<file path="src/rtl/adc_arbiter.sv">
// Round-robin arbiter sharing one ADC128S022 between three requesters.
// Define ADC_ARB_PRIME_EN to add a priming frame whenever the addressed channel changes.
module adc_arbiter (
  input  logic        adc_clk,
  input  logic        rst,
  input  logic [2:0]  req,
  input  logic [2:0]  ch0,
  input  logic [2:0]  ch1,
  input  logic [2:0]  ch2,
  output logic [2:0]  gnt,
  output logic [11:0] result,
  output logic [2:0]  result_valid,
  output logic        busy,
  output logic        adc_cs_n,
  output logic        din,
  input  logic        dout
);

  typedef enum logic [2:0] {IDLE, PRIME, GAP, CONVERT, DONE} state_t;

  state_t      state_reg, state_next;
  logic [3:0]  k_reg, k_next;
  logic [2:0]  chan_reg, chan_next;
  logic [10:0] shift_reg, shift_next;
  logic [2:0]  gnt_reg, gnt_next;
  logic [1:0]  gidx_reg, gidx_next;
  logic [1:0]  last_grant_reg, last_grant_next;
  logic [11:0] result_reg, result_next;
  logic [2:0]  rv_reg, rv_next;
  logic        cs_n_reg, cs_n_next;
  logic        din_reg, din_next;
  logic [2:0]  last_ch_reg, last_ch_next;
  logic        addr_known_reg, addr_known_next;

  function automatic logic [1:0] wrap3(input logic [1:0] a, input logic [1:0] b);
    logic [2:0] s;
    logic [2:0] t;
    s = {1'b0, a} + {1'b0, b};
    t = s - 3'd3;
    return (s >= 3'd3) ? t[1:0] : s[1:0];
  endfunction

  // In DONE the grantee just served is the round-robin reference, so a
  // back-to-back grant already rotates past it.
  logic [1:0] arb_last;
  logic [1:0] cand_idx [3];
  logic [2:0] cand_req;
  logic       pick_valid;
  logic [1:0] pick_idx;
  logic [2:0] pick_ch;
  logic       need_prime;

  assign arb_last = (state_reg == DONE) ? gidx_reg : last_grant_reg;

  genvar gi;
  generate
    for (gi = 0; gi < 3; gi++) begin : g_cand
      assign cand_idx[gi] = wrap3(arb_last, 2'(gi + 1));
      assign cand_req[gi] = req[cand_idx[gi]];
    end
  endgenerate

  always_comb begin
    pick_valid = 1'b0;
    pick_idx   = 2'd0;
    for (int i = 2; i >= 0; i--) begin
      if (cand_req[i]) begin
        pick_valid = 1'b1;
        pick_idx   = cand_idx[i];
      end
    end
  end

  always_comb begin
    case (pick_idx)
      2'd0:    pick_ch = ch0;
      2'd1:    pick_ch = ch1;
      default: pick_ch = ch2;
    endcase
  end

`ifdef ADC_ARB_PRIME_EN
  assign need_prime = !addr_known_reg || (pick_ch != last_ch_reg);
`else
  logic unused_track;
  assign need_prime   = 1'b0;
  assign unused_track = ^{last_ch_reg, addr_known_reg};
`endif

  always_comb begin
    state_next      = state_reg;
    k_next          = k_reg;
    chan_next       = chan_reg;
    shift_next      = shift_reg;
    gnt_next        = gnt_reg;
    gidx_next       = gidx_reg;
    last_grant_next = last_grant_reg;
    result_next     = result_reg;
    rv_next         = 3'b000;
    cs_n_next       = cs_n_reg;
    din_next        = 1'b0;
    last_ch_next    = last_ch_reg;
    addr_known_next = addr_known_reg;

    case (state_reg)
      IDLE, DONE: begin
        if (state_reg == DONE) begin
          gnt_next        = 3'b000;
          last_grant_next = gidx_reg;
          cs_n_next       = 1'b1;
          state_next      = IDLE;
        end
        if (pick_valid) begin
          gnt_next   = 3'b001 << pick_idx;
          gidx_next  = pick_idx;
          chan_next  = pick_ch;
          k_next     = 4'd0;
          cs_n_next  = 1'b0;
          state_next = need_prime ? PRIME : CONVERT;
        end
      end

      PRIME, CONVERT: begin
        k_next = k_reg + 4'd1;
        // din is registered, so each address bit is loaded one cycle early
        case (k_reg)
          4'd1:    din_next = chan_reg[2];
          4'd2:    din_next = chan_reg[1];
          4'd3:    din_next = chan_reg[0];
          default: din_next = 1'b0;
        endcase
        if (state_reg == CONVERT && k_reg >= 4'd4)
          shift_next = {shift_reg[9:0], dout};
        if (k_reg == 4'd15) begin
          k_next          = 4'd0;
          cs_n_next       = 1'b1;
          last_ch_next    = chan_reg;
          addr_known_next = 1'b1;
          if (state_reg == PRIME) begin
            state_next = GAP;
          end else begin
            state_next  = DONE;
            result_next = {shift_reg, dout};
            rv_next     = gnt_reg;
          end
        end
      end

      GAP: begin
        state_next = CONVERT;
        k_next     = 4'd0;
        cs_n_next  = 1'b0;
      end

      default: state_next = IDLE;
    endcase
  end

  always_ff @(posedge adc_clk) begin
    if (rst) begin
      state_reg      <= IDLE;
      k_reg          <= 4'd0;
      chan_reg       <= 3'd0;
      shift_reg      <= 11'd0;
      gnt_reg        <= 3'b000;
      gidx_reg       <= 2'd0;
      last_grant_reg <= 2'd2;
      result_reg     <= 12'd0;
      rv_reg         <= 3'b000;
      cs_n_reg       <= 1'b1;
      din_reg        <= 1'b0;
      last_ch_reg    <= 3'd0;
      addr_known_reg <= 1'b0;
    end else begin
      state_reg      <= state_next;
      k_reg          <= k_next;
      chan_reg       <= chan_next;
      shift_reg      <= shift_next;
      gnt_reg        <= gnt_next;
      gidx_reg       <= gidx_next;
      last_grant_reg <= last_grant_next;
      result_reg     <= result_next;
      rv_reg         <= rv_next;
      cs_n_reg       <= cs_n_next;
      din_reg        <= din_next;
      last_ch_reg    <= last_ch_next;
      addr_known_reg <= addr_known_next;
    end
  end

  assign gnt          = gnt_reg;
  assign result       = result_reg;
  assign result_valid = rv_reg;
  assign busy         = (state_reg != IDLE);
  assign adc_cs_n     = cs_n_reg;
  assign din          = din_reg;

endmodule

</file>
<file path="config.mk">
export PLATFORM = sky130hd
export DESIGN_NAME = adc_arbiter
export DESIGN_NICKNAME = d
export VERILOG_FILES = /design/src/rtl/adc_arbiter.sv
export SDC_FILE = /design/constraint.sdc
export NUM_CORES = 1
export LEC_CHECK = 0
export CORE_MARGIN = 1
export CORE_UTILIZATION = 47
export DETAILED_ROUTE_END_ITERATION = 16
export PLACE_DENSITY = 0.84
export SKIP_LAST_GASP = 1
export SYNTH_ARGS = -nofsm -noshare
export SYNTH_HDL_FRONTEND = slang
export SYNTH_SLANG_ARGS = --single-unit
</file>
<file path="constraint.sdc">
create_clock -name adc_clk -period 2.57 [get_ports adc_clk]
set_input_delay 0.771 -clock adc_clk [delete_from_list [all_inputs] [get_ports adc_clk]]
set_output_delay 0.771 -clock adc_clk [all_outputs]
set_load 0.02 [all_outputs]
</file>
==> flow_metrics.env, run 1 <==
export IMPL_critPathRequiredTime_ns=2.78
export IMPL_power_leakage_nw=1.07
export IMPL_detailed_place_hpwl_mm=3.53
export IMPL_period_share=1.04
export IMPL_cp_arrival_ns=2.88
export IMPL_grt_max_degree=28
export IMPL_period_minus_slack_ns=2.66
export IMPL_core_mm2=0.00435
export IMPL_dp_cells=341
export IMPL_worst_slack_ns=-0.0934
export IMPL_rr_endpoint="k_reg[3]$_SDFFE_PP0P_"
export IMPL_clkTransAtPathRegs_ns=0.09
export IMPL_dieHeight_um=69.2
export IMPL_synthFlopType="dfxtp_1"
export IMPL_htree_levels=2
export IMPL_synth_edf_count=0
export IMPL_max_freq_mhz=375
export IMPL_post_drt_wl_per_cell_um=14.6
export IMPL_syn_cell_area_mm2=0.00212
export IMPL_routed_wl_mm=5.16
export IMPL_async_flop_share=0
export IMPL_hold_start="result[6]$_SDFFE_PP0P_"
export IMPL_cts_root_buffer="clkbuf_8"
export IMPL_fp_dieW_um=69.2
export IMPL_hold_path_depth=2
export IMPL_drc=0
export IMPL_place_ws_ns=-0.0820
export IMPL_finClkSkew_ns=0.0122
export IMPL_synth_cells=242
export IMPL_max_slew_margin=0.650
export IMPL_area_growth_syn_to_layout_pct=36.9
export IMPL_status="finished with violations"
export IMPL_final_cell_mix="dfxtp_1, clkdlybuf4s50_1, nand2_1"
export IMPL_drive_above_1_share=0.209
export IMPL_min_path_type="reg2reg"
export IMPL_ys_ff_latch=45
export IMPL_ir_drop_v=0.000311
export IMPL_worst_pin_slew_ns=0.525
export IMPL_ys_warn_count=0
export IMPL_r2r_start="state_reg[0]$_SDFFE_PP0P_"
export IMPL_syn_avg_cell_area_um2=8.77
export IMPL_critPathLaunchType="flip-flop"
export IMPL_start_util=0.488
export IMPL_io_buffers=35
export IMPL_mostFrequentLayoutCell="dfxtp_1"
export IMPL_boundaryPins=36
export IMPL_end_kind="flip-flop"
export IMPL_syn_nets=262
export IMPL_dr_pass1_iters=4
export IMPL_path_class="reg2reg"
export IMPL_clock_sinks=45
export IMPL_routabilityCongestion=0.853
export IMPL_finalNetCount=321
export IMPL_cts_buffers_inserted=5
export IMPL_die_area_mm2=0.00479
export IMPL_grt_use_total=0.214
export IMPL_holdPathEnd="result[6]$_SDFFE_PP0P_"
export IMPL_grt_pass1_wl_mm=8.32
export IMPL_ant_nets=0
export IMPL_finalSetupTns_ns=-0.301
export IMPL_rsz0062_at_grt="true"
export IMPL_reg2reg_slack_ns=-0.09
export IMPL_tritoncts="built"
export IMPL_seq_area_frac_synth=0.424
export IMPL_power_density_mw_per_mm2=481
export IMPL_path_max_fanout=4
export IMPL_slew_violations=0
export IMPL_antenna_found_initial=0
export IMPL_antenna_cells=0
export IMPL_reg2reg_depth=9
export IMPL_vias=1997
export IMPL_num_rows=24
export IMPL_clk_latency_ns=0.30
export IMPL_clk_path_buf_depth=2
export IMPL_drv_cap=0
export IMPL_grt_pass1_vias=1806
export IMPL_drtIter0Drc=201
export IMPL_holdBufCountCts=0
export IMPL_ys_types=44
export IMPL_viasPerCell=5.64
export IMPL_setup_viol=8
export IMPL_grt_overflow_total=0
export IMPL_hold_viol=0
export IMPL_violations="negative setup slack"
export IMPL_final_instance_count_excl_fill=354
export IMPL_largest_reg_flops=12
-- worst max path at each step --
stage | start | to | slack [ns] | cells after the start
3_5_place_dp | state_reg[1]$_SDFFE_PP0P_ | k_reg[2]$_SDFFE_PP0P_ | -0.08 | 8
5_1_grt | state_reg[0]$_SDFFE_PP0P_ | k_reg[3]$_SDFFE_PP0P_ | -0.20 | 9
4_1_cts | state_reg[1]$_SDFFE_PP0P_ | k_reg[2]$_SDFFE_PP0P_ | -0.04 | 9
2_1_floorplan | state_reg[1]$_SDFFE_PP0P_ | k_reg[3]$_SDFFE_PP0P_ | -0.11 | 10
6_report | state_reg[0]$_SDFFE_PP0P_ | k_reg[3]$_SDFFE_PP0P_ | -0.09 | 9
3_3_place_gp | req[1] | k_reg[3]$_SDFFE_PP0P_ | -0.04 | 6
-- layer usage --
layer,global-route usage,share of wire
met2,0.348,0.48
met1,0.274,0.44
met3,0.0581,0.047
met5,0,0
met4,0.0726,0.026
-- critical path, stage by stage (launching register included) --
cell	delay, ns
dfxtp_2	0.34
nor3b_4	0.32
mux2i_4	0.30
inv_1	0.06
ha_2	0.19
a22o_1	0.21
a211o_1	0.29
a21o_1	0.19
o41a_1	0.40
a311oi_2	0.28
-- timing repair --
action	4_1_cts	5_1_grt
setup endpoints to repair	11	13
buffers inserted	2	3
resized for setup	7	16
pin swaps	0	17
-- where the power goes --
group          leakage (nW)  internal [W]  switching, W  total, W
Sequential            0.366      0.000719     0.0000192  0.000738
Combinational         0.655      0.000106      0.000117  0.000223
Clock                0.0445      0.000193      0.000243  0.000435
Total                  1.07       0.00102      0.000379   0.00140
-- kinds of logic after synthesis --
group / synth area share
flops: 0.424
simple gates: 0.225
buf+inv: 0.0359
fa+ha+maj: 0.0295
compound gates: 0.206
mux: 0.0754
xor+xnor: 0.00413
-- layout make-up --
| cell class | instances | area (um^2) |
|---|---|---|
| clock buffers | 5 | 68.8 |
| clock inverters | 3 | 21.3 |
| fillers | 340 | 1450 |
| inverters | 7 | 26.3 |
| multi-input cells | 178 | 1250 |
| flip-flops and latches | 45 | 905 |
| well taps | 52 | 65.1 |
| repair buffers | 64 | 572 |
-- per-stage QoR --
stage / util / cell area [um^2] / hold slack [ns] / total power (W)
final: 0.668 / 2910 / 0.461 / 0.00140
after global routing: 0.668 / 2910 / 0.480 / 0.00146
after CTS: 0.647 / 2820 / 0.461 / 0.00139
after floorplan: - / 2170 / 0.431 / 0.000870
after detailed placement: 0.619 / 2700 / 0.448 / 0.000958
after global placement: 0.619 / 2700 / 0.446 / 0.000952
-- cells in the mapped netlist, types with 3 or more instances --
cell / count / area (um^2)
or3_1: 3 / 18.8
buf_2: 4 / 20.0
a21oi_1: 25 / 125
dfxtp_1: 45 / 901
o211ai_1: 3 / 22.5
nor2b_1: 5 / 31.3
nand4_1: 3 / 18.8
mux2i_1: 16 / 160
nand2_1: 31 / 116
and2_1: 3 / 18.8
a22oi_1: 3 / 22.5
o21a_1: 3 / 22.5
and3b_1: 3 / 26.3
clkbuf_1: 8 / 30.0
a311oi_1: 4 / 35.0
nand2b_1: 9 / 56.3
inv_1: 7 / 26.3
nand3_1: 10 / 50.1
nor2_1: 17 / 63.8
ha_1: 5 / 62.6
o21ai_0: 5 / 25.0
Power figures use the tool's default switching activity.
==> run 2: changes to the inputs <==
--- a/config.mk
+++ b/config.mk
@@ -6,9 +6,11 @@
 export NUM_CORES = 1
 export LEC_CHECK = 0
 export CORE_MARGIN = 1
-export CORE_UTILIZATION = 47
+export CORE_UTILIZATION = 49
+export CTS_BUF_LIST = sky130_fd_sc_hd__clkbuf_8
 export DETAILED_ROUTE_END_ITERATION = 16
-export PLACE_DENSITY = 0.84
+export PLACE_DENSITY = 0.87
+export SKIP_CTS_REPAIR_TIMING = 1
 export SKIP_LAST_GASP = 1
 export SYNTH_ARGS = -nofsm -noshare
 export SYNTH_HDL_FRONTEND = slang
==> flow_metrics.env, run 2 (synthesis gave the netlist of run 1 again) <==
export IMPL_busiest_layer="met2"
export IMPL_clk_path_buf_depth=2
export IMPL_vias=2094
export IMPL_antenna_cells=0
export IMPL_detailed_place_hpwl_mm=3.67
export IMPL_htree_levels=2
export IMPL_fillers=308
export IMPL_max_slew_margin=0.620
export IMPL_setup_viol=6
export IMPL_period_minus_slack_ns=2.67
export IMPL_finalSetupTns_ns=-0.279
export IMPL_multiInputGateArea_mm2=0.00127
export IMPL_cp_slowest_cell="o41a_1"
export IMPL_power_w=0.00141
export IMPL_power_leakage_nw=1.07
export IMPL_ir_drop_v=0.000363
export IMPL_min_path_type="reg2reg"
export IMPL_drtIter0Drc=165
export IMPL_hold_viol=0
export IMPL_path_class="reg2reg"
export IMPL_grt_pass1_wl_mm=8.16
export IMPL_fp_dieW_um=67.8
export IMPL_finalNetCount=320
export IMPL_finClkSkew_ns=0.00821
export IMPL_slowest_delay_ns=0.41
export IMPL_rsz0062_at_grt="true"
export IMPL_status="finished with violations"
export IMPL_clk_latency_ns=0.30
export IMPL_path_delay_family="compound AO/OA/AOI/OAI gates"
export IMPL_worst_pin_slew_ns=0.570
export IMPL_grt_max_degree=27
export IMPL_dr_pass1_iters=4
export IMPL_power_density_mw_per_mm2=484
export IMPL_grt_use_met1=0.325
export IMPL_antenna_found_initial=0
export IMPL_worst_slack_ns=-0.102
export IMPL_tritoncts="built"
export IMPL_cp_arrival_ns=2.89
export IMPL_routabilityCongestion=0.865
export IMPL_post_drt_wl_per_cell_um=16.6
export IMPL_met3_usage=0.0533
export IMPL_cts_root_buffer="clkbuf_8"
export IMPL_viasPerCell=5.97
export IMPL_clkTransAtPathRegs_ns=0.09
export IMPL_cts_buffers_inserted=5
export IMPL_drv_cap=0
export IMPL_critPathLaunchType="flip-flop"
export IMPL_path_buf_inv=2
export IMPL_drive_above_1_share=0.193
export IMPL_start_util=0.520
export IMPL_regArea_um2=903
export IMPL_routed_wl_mm=5.84
export IMPL_mostFrequentLayoutCell="dfxtp_1"
export IMPL_cp_cell_sequence="nor3b_4 > buf_6 > mux2i_4 > inv_2 > ha_4 > a22o_1 > a211o_1 > a21o_1 > o41a_1 > a311oi_2"
export IMPL_period_share=1.04
export IMPL_largest_reg_flops=12
export IMPL_slew_violations=0
export IMPL_boundaryPins=36
export IMPL_die_area_mm2=0.00460
export IMPL_grt_use_total=0.239
export IMPL_io_buffers=35
export IMPL_core_mm2=0.00409
export IMPL_end_kind="flip-flop"
export IMPL_reg2reg_slack_ns=-0.10
export IMPL_grt_pass1_vias=1736
export IMPL_max_freq_mhz=374
export IMPL_clock_sinks=45
export IMPL_area_growth_syn_to_layout_pct=37.4
export IMPL_drc=0
export IMPL_grtUsageMet2=0.365
export IMPL_final_cell_mix="dfxtp_1, clkdlybuf4s50_1, nand2_1"
export IMPL_dieHeight_um=67.8
export IMPL_violations="negative setup slack"
export IMPL_grt_overflow_total=0
export IMPL_num_rows=23
export IMPL_ant_nets=0
export IMPL_critPathRequiredTime_ns=2.79
export IMPL_path_max_fanout=4
-- run 2: tightest hold or removal path: stages (launching register included) --
cell     delay (ns)
dfxtp_1        0.32
nand2_1        0.05
a21oi_1        0.05
-- run 2: worst paths after layout --
| kind | startpoint | endpoint | cells past startpoint |
|---|---|---|---|
| hold reg to reg | result[0]$_SDFFE_PP0P_ | result[0]$_SDFFE_PP0P_ | 2 |
| setup reg to reg | state_reg[0]$_SDFFE_PP0P_ | k_reg[3]$_SDFFE_PP0P_ | 10 |
| hold / removal | result[0]$_SDFFE_PP0P_ | result[0]$_SDFFE_PP0P_ | 2 |
| setup / recovery | state_reg[0]$_SDFFE_PP0P_ | k_reg[3]$_SDFFE_PP0P_ | 10 |
-- run 2: final cells by class --
cell class              count  area share
clock buffers               5      0.0236
clock inverters             3     0.00729
inverters                   7     0.00901
multi-input cells         178       0.434
flip-flops and latches     45       0.310
well taps                  50      0.0214
repair buffers             63       0.195
-- run 2: per-stage QoR --
stage / hold WS (ns) / setup slack [ns] / instances / utilization / cell area [um^2]
floorplan: 0.431 / -0.110 / 242 / - / 2170
global placement: 0.444 / -0.0201 / 335 / 0.652 / 2660
detailed placement: 0.446 / -0.107 / 335 / 0.652 / 2660
CTS: 0.458 / -0.126 / 343 / 0.674 / 2750
global route: 0.483 / -0.185 / 351 / 0.714 / 2920
finish: 0.457 / -0.102 / 351 / 0.714 / 2920
-- run 2: power breakdown --
| part | switching [W] | internal, W |
|---|---|---|
| clock | 0.000259 | 0.000193 |
| combinational | 0.000122 | 0.0000996 |
| sequential | 0.0000181 | 0.000719 |
| total | 0.000400 | 0.00101 |
-- run 2: metal layers --
| layer | share of wire | vias to the layer above | wire [um] |
|---|---|---|---|
| met3 | 0.063 | 20 | 368 |
| li1 | - | 982 | - |
| met1 | 0.43 | 1002 | 2520 |
| met5 | 0 | - | 0 |
| met2 | 0.48 | 90 | 2770 |
| met4 | 0.030 | 0 | 176 |
